File: src/rtl/signed_calc_pkg.sv
// Shared widths, coefficients and operand/result types for the signed shift-add calculator.
package signed_calc_pkg;

  localparam int unsigned IN_W   = 4;
  localparam int unsigned OUT_W  = 8;
  localparam int unsigned COEF_X = 7;
  localparam int unsigned COEF_Y = 3;
  localparam int unsigned COEF_Z = 6;

  typedef logic signed [IN_W-1:0]  operand_t;
  typedef logic signed [OUT_W-1:0] result_t;

  typedef struct packed {
    operand_t x;
    operand_t y;
    operand_t z;
  } operands_t;

endpackage

File: src/rtl/signed_calc_core.sv
// Combinational F = 7X - 3Y + 6Z built from shifts and adds on sign-extended operands.
module signed_calc_core
  import signed_calc_pkg::*;
(
  input  operand_t x,
  input  operand_t y,
  input  operand_t z,
  output result_t  f_c
);

  result_t xe;
  result_t ye;
  result_t ze;
  result_t x7;
  result_t y3;
  result_t z6;

  // Sign-extend first so every partial product is exact in OUT_W bits.
  assign xe = OUT_W'(x);
  assign ye = OUT_W'(y);
  assign ze = OUT_W'(z);

  assign x7 = (xe <<< 3) - xe;
  assign y3 = (ye <<< 1) + ye;
  assign z6 = (ze <<< 2) + (ze <<< 1);

  assign f_c = x7 - y3 + z6;

endmodule

File: src/rtl/signed_calc_v.sv
// Registered wrapper around signed_calc_core with valid tracking.
// Define SIGNED_CALC_IN_REG_EN to add an input register stage (latency 2 edges instead of 1).
module signed_calc_v
  import signed_calc_pkg::*;
(
  input  logic             i_clk,
  input  logic             i_rst_n,
  input  logic             i_valid,
  input  logic [IN_W-1:0]  i_au,
  input  logic [IN_W-1:0]  i_bu,
  input  logic [IN_W-1:0]  i_cu,
  output logic [OUT_W-1:0] o_fu,
  output logic             o_valid
);

  operands_t ops;
  logic      ops_valid;
  result_t   f_c;

`ifdef SIGNED_CALC_IN_REG_EN
  // Operand register only loads on valid; the valid bit itself tracks every cycle.
  always_ff @(posedge i_clk or negedge i_rst_n) begin
    if (!i_rst_n) begin
      ops       <= '0;
      ops_valid <= 1'b0;
    end else begin
      ops_valid <= i_valid;
      if (i_valid) begin
        ops <= {i_au, i_bu, i_cu};
      end
    end
  end
`else
  always_comb begin
    ops       = {i_au, i_bu, i_cu};
    ops_valid = i_valid;
  end
`endif

  signed_calc_core u_core (
    .x   (ops.x),
    .y   (ops.y),
    .z   (ops.z),
    .f_c (f_c)
  );

  // Result holds between accepted operand sets; valid is a single-cycle strobe.
  always_ff @(posedge i_clk or negedge i_rst_n) begin
    if (!i_rst_n) begin
      o_fu    <= '0;
      o_valid <= 1'b0;
    end else begin
      o_valid <= ops_valid;
      if (ops_valid) begin
        o_fu <= OUT_W'(f_c);
      end
    end
  end

endmodule

File: config.mk
export PLATFORM = sky130hd
export DESIGN_NAME = signed_calc_v
export DESIGN_NICKNAME = d
export VERILOG_FILES = /design/src/rtl/signed_calc_pkg.sv /design/src/rtl/signed_calc_core.sv /design/src/rtl/signed_calc_v.sv
export SDC_FILE = /design/constraint.sdc
export NUM_CORES = 1
export LEC_CHECK = 0
export CAP_MARGIN = 10
export CORE_UTILIZATION = 35
export DETAILED_ROUTE_END_ITERATION = 10
export PLACE_DENSITY = 0.56
export SYNTH_ARGS = -nofsm -noshare
export SYNTH_HDL_FRONTEND = slang
export SYNTH_SLANG_ARGS = --single-unit
export TNS_END_PERCENT = 100
File: constraint.sdc
create_clock -name i_clk -period 0.9 [get_ports i_clk]
set_input_delay 0.09 -clock i_clk [delete_from_list [all_inputs] [get_ports i_clk]]
set_output_delay 0.09 -clock i_clk [all_outputs]
set_load 0.01 [all_outputs]
## Word-level counts from Yosys, hierarchy flattened

Index checks and enable logic that the tools add are counted.

| operators by class | value |
|---|---|
| add/sub/neg operators | 5 |
| multipliers | 0 |
| divide/modulo/power cells | 0 |
| magnitude comparators | 0 |
| equality and inequality tests | 0 |
| shifts and indexed selects | 0 |
| mux-type cells | 0 |
| bitwise gates (word level) | 0 |
| reductions and logical operators | 0 |

Operators with widths:

| cell | count |
|---|---|
| adder 8 x 7 -> 8 bit | 1 |
| subtractor 7 x 4 -> 8 bit | 1 |
| subtractor 8 x 6 -> 8 bit | 1 |
| adder 6 x 5 -> 7 bit | 1 |
| adder 5 x 4 -> 6 bit | 1 |

| storage, ports and cells | value |
|---|---|
| flip-flop bits (word level) | 9 |
| bits in latches | 0 |
| RAM bits | 0 |
| memory bits (read-only) | 0 |
| bits of input ports | 15 |
| output and inout bits | 9 |
| word-level logic and storage cells | 7 |
| memories kept | 0 |

## Longest topological paths before layout

| depth | value |
|---|---|
| depth after elaboration | 3 |
| depth in mapped cells | 13 |
| depth with buffers taken out | 13 |

## Cells and area by module

A second synthesis with hierarchy kept.

| second synthesis, totals | value |
|---|---|
| cell total of the unflattened synthesis | 88 |
| area total of the unflattened synthesis | 1046.0 sq um |

By module, submodules not included:

| module | instances | cells an instance | area each (sq um) | sequential area each (sq um) |
|---|---|---|---|---|
| signed_calc_core | 1 | 70 | 689.4 | 0.0 |
| signed_calc_v | 1 | 18 | 356.6 | 225.2 |

## Worst setup path after synthesis

Ideal clock, no wire load.

| timing path | value |
|---|---|
| path kind | input to register |
| from | input port i_au[2] |
| to | register o_fu[6] |
| library setup time | 0.095 ns |
| data arrival time | 2.890 ns |
| required time | 0.805 ns |
| setup slack | -2.085 ns |
| stages on the path | 13 |
| path buffers | 0 |
| path through | inv_1 fa_1 fa_1 inv_1 fa_1 inv_1 ha_1 inv_1 fa_1 nor2b_1 o21ai_0 and3_1 o31ai_1 |

| between the ends | value |
|---|---|
| longest elaborated chain between the ends | 3 |

Ends and longest elaborated chain:

| item | line | source |
|---|---|---|
| start: declaration | signed_calc_v.sv:9 | `input logic [IN_W-1:0] i_au,` |
| subtractor 7 x 4 -> 8 bit | signed_calc_core.sv:23 | `assign x7 = (xe <<< 3) - xe;` |
| subtractor 8 x 6 -> 8 bit | signed_calc_core.sv:27 | `assign f_c = x7 - y3 + z6;` |
| adder 8 x 7 -> 8 bit | signed_calc_core.sv:27 |  |
| end signal: assignment | signed_calc_v.sv:55 | `o_fu <= OUT_W'(f_c);` |
| end: declaration | signed_calc_v.sv:12 | `output logic [OUT_W-1:0] o_fu,` |

No other way between the ends.
A chain may end at the register's enable or synchronous reset.

## Worst setup path in the final report

| timing path | value |
|---|---|
| from | input port i_bu[2] |
| to | register o_fu[6] |

| between the ends | value |
|---|---|
| longest elaborated chain between the ends | 3 |

Ends and longest elaborated chain:

| item | line | source |
|---|---|---|
| start: declaration | signed_calc_v.sv:10 | `input logic [IN_W-1:0] i_bu,` |
| adder 5 x 4 -> 6 bit | signed_calc_core.sv:24 | `assign y3 = (ye <<< 1) + ye;` |
| subtractor 8 x 6 -> 8 bit | signed_calc_core.sv:27 |  |
| adder 8 x 7 -> 8 bit | signed_calc_core.sv:27 |  |

No other way between the ends.

==> impl_metrics.yaml <==
power_and_ir_drop:
  p_seq_share_pct: 17.9
  power_density_nw_per_um2: 2270
  power.switching_mw: 1.41
  p_int_mw: 2.23
  total_leakage_power_nw: 0.819
  ir_worst_vdd_uv: 1360
  clockPowerShare_pct: 8.4
  p_comb_share_pct: 73.6
  swShare_pct: 38.8
global_route:
  grtUsageTotal_pct: 14.9
  grt_overflow_total: 0
  grt_pass1_vias: 898
  antenna_found_initial: 0
  grt_pass1_wl_mm: 3.73
  grt_max_degree: 10
timing:
  worstMarginPinSlew_ns: 0.405
  finalHoldViolations: 0
  finalWorstSetupSlack_ns: -1.87
  fin_crit_sh_pct: 308
  drv_slew: 0
  post-route-min-period_ns: 2.77
  finalSetupViolCount: 7
  skew_ns: 0
  rsz0062_at_grt: "true"
  worst_hold_slack_ns: 0.122
  setup_tns_ns: -10.63
  timing.slew.headroom_pct: 72.9
  timing.fmax_mhz: 361
logic_synthesis:
  ys_ff_latch: 9
  post-synth-top-area-fraction_pct: 26.6
  synth-warning-count: 0
  yosys.area.top_type: "fa_1"
  synth_area_leaders: "fa_1 27%, dfrtp_1 21%, ha_1 15%"
  syn_inst: 102
  syn_area_um2: 1050
  synthDistinctLibCells: 24
  synth.net_count: 144
  seq_area_frac_synth_pct: 21.4
  avgSynthCellArea_um2: 10.3
place:
  gp_congestion: 0.759
  dp_hpwl_mm: 1.73
  portBuffers: 23
clocking:
  worstSkewPairLatency_ns: 0.26
  cts_tree: "yes"
  clk_pin_slew_ns: 0.06
  cts_buffer_depth: 2
  cts_max_level: 1
  cts_buffers: 3
  cts_root_buffer: "clkbuf_4"
  clkSinkCount: 9
floorplanning:
  rows: 19
  fp.dieW_um: 56.9
  die-area_um2: 3230
  die_h_um: 56.9
  start_util_pct: 37.6
  io_pins: 24
  core-area_um2: 2810
critical_path:
  setup.worst_path.class: "primary input to flip-flop"
  rr_endpoint: "o_fu[1]"
  cp-end-kind: "flip-flop"
  critPathBufInv: 5
  cp.required_ns: 1.07
  crit_chain: "buf_2 -> inv_2 -> buf_4 -> fa_1 -> fa_1 -> inv_1 -> fa_1 -> buf_4 -> fa_2 -> nor2b_1 -> o21ai_1 -> and3_1 -> o31ai_1"
  cp_max_fo: 2
  crit_family: "adder cells"
  r2r-start: "o_fu[1]"
  critPathArrivalTime_ns: 2.94
  crit_top_cell: "fa_1"
  cpPeakStageDelay_ns: 0.52
  worst-r2r-setup-slack_ns: 0.13
  worstRegToRegCells: 1
  slowest_stage: "fa_1"
  cp-start-kind: "primary input"
cells_and_area:
  n_antenna_cell: 0
  layout_common_cells: "23 x inv_1, 23 x buf_4, 15 x buf_2"
  drive_gt1_share_pct: 53.6
  n_fill_cell: 262
  multi_input_area_um2: 830
  area_growth_syn_to_layout_pct: 51.9
  layout.nets: 196
  final-seq-area_um2: 225
drt:
  drtIter0Drc: 17
  routed_wl_mm: 2.04
  antenna_left: 0
  wl_per_cell_um: 11.1
  drc_errors: 4
  viasPerCell: 4.52
  dr_total_vias: 832
  dr.pass1.iters: 8
min_path:
  min_path_type: "primary input to async pin"
outcome:
  violations: "DRC, setup timing"
  status: "complete, but fails checks"
run:
  maxCapViolations: 0
## flip-flops by register name, summed over array words and instances, names as in the netlist
name / cells
o_fu: 8
o_valid: 1
## power by group through the flow
stage / Clock, mW / Combinational [mW] / Sequential (mW)
after floorplan: 0 / 1.44 / 0.738
after global placement: 0 / 2.50 / 0.659
after detailed placement: 0 / 2.54 / 0.656
after CTS: 0.323 / 2.54 / 0.651
after global routing: 0.357 / 3.03 / 0.674
final: 0.307 / 2.68 / 0.652
## worst max path at each step
stage	from	endpoint	slack, ns	cells after the start
final	i_bu[2]	o_fu[6]	-1.87	13
after global routing	i_bu[1]	o_fu[6]	-1.96	14
after CTS	i_bu[1]	o_fu[6]	-1.91	14
after detailed placement	i_bu[1]	o_fu[6]	-2.63	14
after global placement	i_bu[1]	o_fu[6]	-2.54	14
after floorplan	i_cu[2]	o_fu[7]	-1.87	10
## layout make-up
type                       instances  area share [%]
clock buffer                       4            1.64
inverter                          35            8.68
multi-input combinational         57            51.8
sequential                         9            14.1
tap                               31            2.42
timing repair buffer              48            21.3
## logic make-up (layout without fill, tap and decap cells)
| family | after synthesis | count (layout) | synth area share (%) |
|---|---|---|---|
| simple gates | 6 | 6 | 2.61 |
| buf+inv | 36 | 87 | 13.5 |
| compound gates | 13 | 13 | 8.67 |
| fa+ha+maj | 27 | 27 | 42.0 |
| mux | 6 | 6 | 6.29 |
| xor+xnor | 5 | 5 | 5.46 |
| flops | 9 | 9 | 21.4 |
## routing by layer
| metal | share of wire [%] | track usage [%] |
|---|---|---|
| met1 | 45 | 19.6 |
| met2 | 50 | 25.7 |
| met3 | 4.2 | 3.46 |
| met4 | 0.39 | 2.09 |
| met5 | 0 | 0 |
## through the flow
stage                     util (%)  std cells  worst slack, ns  power, mW  instance area, um2
after global routing          57.0        184            -1.96       4.06                1600
final                         57.0        184            -1.87       3.64                1600
after detailed placement      54.8        176            -2.63       3.19                1540
after CTS                     56.3        182            -1.91       3.51                1580
after floorplan                  -        102            -1.87       2.18                1120
after global placement        54.8        176            -2.54       3.16                1540
## Yosys cell counts
cell type,number
a21o_1,1
inv_1,35
o221ai_1,1
o21ai_0,2
nor2b_1,1
xnor2_1,3
mux2_2,5
ha_1,13
a211o_1,1
buf_6,1
dfrtp_1,9
o31ai_1,1
a211oi_1,1
a21oi_1,3
mux2i_1,1
o21a_1,1
nor2_1,1
xor2_1,1
o2111ai_1,1
and3_1,1
xnor3_1,1
nand2_1,3
fa_1,14
a311o_1,1
## timing repair
| action | in CTS | in global routing |
|---|---|---|
| setup buffers | 2 | 2 |
| resized for setup | 97 | 9 |
| endpoints found under the setup margin | 17 | 12 |
| cloned | 0 | 0 |
| pin swaps | 18 | 14 |
| hold buffers | 0 | 0 |
No activity file was read; power rests on OpenSTA's default activity.
